**src/rtl/pipelined_loop_ctrl_pkg.sv**
```systemverilog
// Shared definitions for the loop-issue controller family: state encoding,
// default index width and the parameter sanity check used at elaboration.
package pipelined_loop_ctrl_pkg;

    localparam int IDX_W_DEFAULT = 32;

    typedef enum logic [1:0] {
        ST_IDLE  = 2'd0,
        ST_ISSUE = 2'd1,
        ST_DRAIN = 2'd2
    } loop_state_e;

    function automatic bit param_ok(input int value);
        return value >= 1;
    endfunction

endpackage

```
**src/rtl/pipelined_loop_ctrl_ii_timer.sv**
```systemverilog
// Initiation-interval timer: after load, fire rises once II non-stalled
// cycles have elapsed and stays up until a non-stalled cycle consumes it.
module pipelined_loop_ctrl_ii_timer
    import pipelined_loop_ctrl_pkg::*;
#(
    parameter int II = 1,
    parameter int W  = IDX_W_DEFAULT
) (
    input  logic clk,
    input  logic rst,
    input  logic load_i,
    input  logic stall_i,
    output logic fire_o
);

    if (!param_ok(II)) begin : g_bad_ii
        $error("pipelined_loop_ctrl_ii_timer: II must be >= 1");
    end

    logic [W-1:0] rem_q, rem_d;
    logic         armed_q, armed_d;

    assign fire_o = armed_q && (rem_q == '0);

    // A reload wins over consuming the pending fire, so back-to-back issues chain.
    always_comb begin
        rem_d   = rem_q;
        armed_d = armed_q;
        if (load_i) begin
            rem_d   = W'(II - 1);
            armed_d = 1'b1;
        end else if (armed_q && !stall_i) begin
            if (fire_o) begin
                armed_d = 1'b0;
            end else begin
                rem_d = rem_q - 1'b1;
            end
        end
    end

    always_ff @(posedge clk) begin
        if (rst) begin
            rem_q   <= '0;
            armed_q <= 1'b0;
        end else begin
            rem_q   <= rem_d;
            armed_q <= armed_d;
        end
    end

endmodule

```
**src/rtl/pipelined_loop_ctrl.sv**
```systemverilog
// Loop-issue controller: issues TRIP_COUNT iterations one every II cycles,
// tracks their flight through a DEPTH-stage pipeline and pulses done on exit.
module pipelined_loop_ctrl
    import pipelined_loop_ctrl_pkg::*;
#(
    parameter int TRIP_COUNT = 4,
    parameter int II         = 1,
    parameter int DEPTH      = 3,
    parameter int IDX_W      = IDX_W_DEFAULT
) (
    input  logic             clk,
    input  logic             rst,
    input  logic             start_i,
    input  logic             stall_i,
    output logic             issue_o,
    output logic [IDX_W-1:0] iter_idx_o,
    output logic             last_iter_o,
    output logic [DEPTH-1:0] stage_valid_o,
    output logic             busy_o,
    output logic             done_o,
    output logic [1:0]       state_o
);

    if (!param_ok(TRIP_COUNT) || !param_ok(II) || !param_ok(DEPTH)) begin : g_bad_param
        $error("pipelined_loop_ctrl: TRIP_COUNT, II and DEPTH must be >= 1");
    end

    localparam logic [IDX_W-1:0] LAST_IDX = IDX_W'(TRIP_COUNT - 1);
    localparam int               PW       = (DEPTH > 1) ? DEPTH - 1 : 1;

    loop_state_e      state_q, state_d;
    logic [IDX_W-1:0] issued_q, issued_d;
    logic [IDX_W-1:0] idx_q, idx_d;
    logic [PW-1:0]    vpipe_q, vpipe_d;
    logic [PW-1:0]    lpipe_q, lpipe_d;
    logic [DEPTH-1:0] last_flags;
    logic             fire;
    logic             accept;
    logic [IDX_W-1:0] cur_idx;

    pipelined_loop_ctrl_ii_timer #(
        .II (II),
        .W  (IDX_W)
    ) u_ii_timer (
        .clk     (clk),
        .rst     (rst),
        .load_i  (issue_o),
        .stall_i (stall_i),
        .fire_o  (fire)
    );

    // State register
    always_ff @(posedge clk) begin
        if (rst) begin
            state_q  <= ST_IDLE;
            issued_q <= '0;
            idx_q    <= '0;
            vpipe_q  <= '0;
            lpipe_q  <= '0;
        end else begin
            state_q  <= state_d;
            issued_q <= issued_d;
            idx_q    <= idx_d;
            vpipe_q  <= vpipe_d;
            lpipe_q  <= lpipe_d;
        end
    end

    // Next state; every transition is qualified by an unstalled output event.
    always_comb begin
        state_d  = state_q;
        issued_d = issued_q;
        idx_d    = idx_q;
        if (done_o) begin
            state_d = ST_IDLE;
        end else if (last_iter_o) begin
            state_d = ST_DRAIN;
        end else if (accept) begin
            state_d = ST_ISSUE;
        end
        if (issue_o) begin
            issued_d = cur_idx + 1'b1;
            idx_d    = cur_idx;
        end
    end

    // Outputs; the accepting cycle issues iteration 0 with no latency.
    always_comb begin
        accept      = (state_q == ST_IDLE) && start_i && !stall_i;
        cur_idx     = accept ? '0 : issued_q;
        issue_o     = accept || ((state_q == ST_ISSUE) && fire && !stall_i);
        iter_idx_o  = issue_o ? cur_idx : idx_q;
        last_iter_o = issue_o && (cur_idx == LAST_IDX);
        busy_o      = (state_q != ST_IDLE) || accept;
        state_o     = state_q;
    end

    if (DEPTH > 1) begin : g_pipe
        assign stage_valid_o = {vpipe_q, issue_o};
        assign last_flags    = {lpipe_q, last_iter_o};
        assign vpipe_d       = stall_i ? vpipe_q : stage_valid_o[DEPTH-2:0];
        assign lpipe_d       = stall_i ? lpipe_q : last_flags[DEPTH-2:0];
    end else begin : g_no_pipe
        assign stage_valid_o = issue_o;
        assign last_flags    = last_iter_o;
        assign vpipe_d       = '0;
        assign lpipe_d       = '0;
    end

    assign done_o = stage_valid_o[DEPTH-1] && last_flags[DEPTH-1] && !stall_i;

endmodule

```
**config.mk**
```make
export PLATFORM = sky130hd
export DESIGN_NAME = pipelined_loop_ctrl
export DESIGN_NICKNAME = d
export VERILOG_FILES = /design/src/rtl/pipelined_loop_ctrl_pkg.sv /design/src/rtl/pipelined_loop_ctrl_ii_timer.sv /design/src/rtl/pipelined_loop_ctrl.sv
export SDC_FILE = /design/constraint.sdc
export NUM_CORES = 1
export LEC_CHECK = 0
export ABC_AREA = 1
export CORE_ASPECT_RATIO = 1.4
export CORE_MARGIN = 5
export CORE_UTILIZATION = 45
export DETAILED_ROUTE_END_ITERATION = 7
export SYNTH_ARGS = -nofsm -noshare
export SYNTH_HDL_FRONTEND = slang
export SYNTH_SLANG_ARGS = --single-unit
```
**constraint.sdc**
```tcl
create_clock -name clk -period 2.9 [get_ports clk]
set_input_delay 0.58 -clock clk [delete_from_list [all_inputs] [get_ports clk]]
set_output_delay 0.58 -clock clk [all_outputs]
set_load 0.01 [all_outputs]
```
==> impl_metrics.csv, run 1 <==
group,metric,value,unit
setup_path,critPathCaptureType,"output port",
worst_hold_path,hold_class,"register to register",
sta,finalHoldViolations,0,
synth,synth.top_cell.area_share,35.9,%
detailed_routing,drc,0,
detailed_routing,dr_total_vias,6085,
global_routing,antenna_found_initial,0,
sta,worst_slack,90.9,ps
clocking,htreeDepth,3,
synth,syn_inst,915,
setup_path,cpMostUsedCell,"nand2_2",
clocking,insertion_delay,340,ps
clocking,cts-root-buf,"clkbuf_16",
synth,yosysSeqAreaShare,35.9,%
placement,place.gp.congestion,0.939,
floorplan,rows,48,
global_routing,globalRouteTotalUtil,22.6,%
final_layout,drive_above_1_share,20.8,%
placement,placed_cells,1199,
clocking,hold_buffers,0,
final_layout,nNetsFinal,1077,
global_routing,grt_use_met2,45.2,%
clocking,clkTransAtPathRegs,70,ps
setup_path,r2r_cells,16,
detailed_routing,drt-wirelength-per-cell,13.5,microns
global_routing,top_usage_layer,"met2",
setup_path,r2r_slack,390,ps
clocking,cts_sinks,103,
setup_path,worstSetupStartpoint,"start_i",
detailed_routing,firstDrtPassIters,4,
setup_path,crit_path_top_delay_cell,"dlygate4sd2_1",
floorplan,num_io_pins,45,
job,max-cap-violations,0,
detailed_routing,drtAntennaViolNets,0,
detailed_routing,via_per_inst,4.97,
synth,synth_area_leaders,"dfxtp_1 (36%), nand2_1 (19%), nor2_1 (11%)",
floorplan,coreArea,0.0124,sq mm
sta,max_slew.worst_pin.slew,597,ps
setup_path,critPathRequiredTime,2320,ps
setup_path,cp_max_fo,9,
setup_path,arrival,2230,ps
synth,ys_async_sr_fraction,0,%
sta,slew_headroom,59.9,%
setup_path,critPathKind,"input pin to output port",
global_routing,grt_max_degree,43,
floorplan,die-height,144,microns
placement,placed_area,0.00716,sq mm
sta,whs,463,ps
sta,finalSetupViolCount,0,
setup_path,setup.worst_path.start_class,"input pin",
synth,ys.flop_type,"dfxtp_1",
synth,syn-cell-area,0.00574,sq mm
sta,rsz0062_at_grt,"true",
global_routing,grt_pass1_wl,27.8,mm
placement,dp_hpwl,12.8,mm
placement,post-place-ws,-494,ps
clocking,clockBufferDepth,2,
clocking,cts_tree,"built",
synth,ys_types,33,
synth,yosysTopAreaCell,"dfxtp_1",
clocking,cts_inserted_buffers,9,
global_routing,met3_usage,2.92,%
sta,drv_slew,0,
synth,yosysWarnings,0,
final_layout,fin_area,0.00755,sq mm
global_routing,grt_use_met1,22.7,%
outcome,status,"complete, no violations",
floorplan,die_x,105,microns
final_layout,area_delta_synth_final,31.4,%
sta,fin_crit_sh,96.9,%
setup_path,reg2reg_from,"state_o[1]",
setup_path,r2r-end,"issued_q[20]",
detailed_routing,drt-initial-drc-count,258,
power_and_ir_drop,cellPowerDensity,476,mW/mm^2
global_routing,gr-total-overflow,0,
synth,syn_nets,922,
floorplan,dieArea,0.0152,sq mm
sta,period_minus_slack,2810,ps
power_and_ir_drop,vdd_drop_max,0.249,mV
synth,yosys_register_bits,103,
final_layout,layoutNonFillerInstCount,1225,
setup_path,cp_cell_sequence,"dlygate4sd2_1 > inv_1 > nor2_4 > nand2_4 > buf_4 > buf_12 > nand2_2 > nand4_1 > nor2_1 > nand2_1 > nor2_2 > nand2_2 > inv_2 > clkdlybuf4s15_2",
power_and_ir_drop,p_leak,0.00371,uW
sta,finalClockSkew,6.77,ps
synth,avgSynthCellArea,6.28,sq um
global_routing,first_global_vias,6076,
sta,finalSetupTns,0,ps
detailed_routing,drt-total-wl,16.5,mm
final_layout,diodes,0,
synth,synth_edf_count,0,
floorplan,initial_utilization,46.2,%
setup_path,endpoint,"last_iter_o",
placement,port_buffers,44,
setup_path,slowest_delay,230,ps
sta,max_freq,0.356,GHz
## critical path, delay by kind of cell
family / cells / cell delay [ps]
buffers and inverters: 6 / 850
and+or+nand+nor: 8 / 790
## power by group
group          internal, uW  leakage (uW)  switching, uW
combinational           350       0.00273            520
sequential             1450      0.000832           30.9
clock                   700      0.000154            550
total                  2500       0.00371           1100
## placed cells by master, fill, tap and decap left out, types with 2 or more instances in the layout
cell type,n
nand2_1,284
inv_6,3
dfxtp_1,102
nand2_2,11
nor2_2,13
xnor2_1,15
nand4_1,11
a21oi_1,86
clkdlybuf4s50_1,7
clkdlybuf4s15_1,5
clkinv_2,2
buf_4,123
xor2_1,16
clkbuf_2,17
dlygate4sd2_1,4
nand2_4,2
nand3b_1,5
inv_4,2
inv_2,4
buf_2,9
nor3_1,4
buf_12,8
nand3_1,45
inv_1,86
nor2_1,153
clkdlybuf4s15_2,2
nor2_4,6
clkbuf_16,9
o21ai_1,6
o21ai_0,17
## worst min-delay path by stage
stage	start	end	slack, ps	depth (start not counted)
finish	lpipe_q[0]	lpipe_q[0]	460	2
global route	idx_q[12]	idx_q[12]	480	2
CTS	lpipe_q[0]	lpipe_q[0]	470	2
detailed placement	lpipe_q[0]	lpipe_q[0]	460	2
global placement	lpipe_q[0]	lpipe_q[0]	450	2
floorplan	lpipe_q[0]	lpipe_q[0]	430	2
## logic make-up after synthesis
kind of cell / share of synthesized area [%]
AND/OR/NAND/NOR: 38.9
buffers and inverters: 9.85
AO/OA/AOI/OAI: 9.98
flip-flops: 35.9
XOR/XNOR: 4.73
adder cells (fa/ha/maj): 0.654
## layout make-up
| class | instances | area (sq um) |
|---|---|---|
| clock inverters | 6 | 66.3 |
| fillers | 1225 | 4890 |
| repair buffers | 178 | 1450 |
| well taps | 150 | 188 |
| inverters | 92 | 350 |
| clock buffers | 10 | 239 |
| flip-flops and latches | 103 | 2060 |
| multi-input cells | 686 | 3190 |
## repair_timing
item / CTS / global route
endpoints found under the setup margin: 35 / 36
cloned: 1 / 0
hold endpoints to repair: 0 / 0
setup buffers: 5 / 4
pin swaps: 6 / 8
gates resized for setup: 106 / 35
## registers in the layout (all words and copies together), names as in the netlist
| register | flops |
|---|---|
| u_ii_timer.rem_q | 32 |
| issued_q | 32 |
| vpipe_q | 2 |
| state_o | 2 |
| lpipe_q | 2 |
| idx_q | 32 |
| u_ii_timer.armed_q | 1 |
## layer usage
layer	up-vias	part of all wire, %
li1	3163	-
met1	2806	37
met2	81	56
met3	35	2.2
met4	0	4.0
met5	-	0
## metrics by stage
step	utilization, %	power [uW]
floorplan	-	2090
global placement	57.6	2320
detailed placement	57.6	2330
CTS	60.8	3620
global route	60.7	3780
finish	60.7	3600
## cell usage after synthesis, types with 2 or more instances
| library cell | n |
|---|---|
| nor2_4 | 3 |
| xor2_1 | 16 |
| nand3b_1 | 5 |
| dfxtp_1 | 103 |
| nand2_4 | 2 |
| o21ai_0 | 17 |
| buf_4 | 13 |
| nor3_1 | 4 |
| xnor2_1 | 15 |
| nand2_1 | 291 |
| a21oi_1 | 86 |
| buf_6 | 4 |
| nor2_2 | 7 |
| clkbuf_1 | 7 |
| inv_1 | 89 |
| o21ai_1 | 7 |
| inv_2 | 2 |
| nor2_1 | 162 |
| nand4_1 | 11 |
| nand2_2 | 4 |
| buf_2 | 9 |
| nand3_1 | 45 |
| ha_1 | 3 |
Power figures use the tool's default switching activity.
==> run 2: changes to the inputs <==
--- a/config.mk
+++ b/config.mk
@@ -9,6 +9,7 @@
 export CORE_ASPECT_RATIO = 1.4
 export CORE_MARGIN = 5
 export CORE_UTILIZATION = 45
+export CTS_CLUSTER_SIZE = 20
 export DETAILED_ROUTE_END_ITERATION = 7
 export SYNTH_ARGS = -nofsm -noshare
 export SYNTH_HDL_FRONTEND = slang
==> results of run 2 <==
No change in the layout: final DEF, timing and power equal those of run 1.
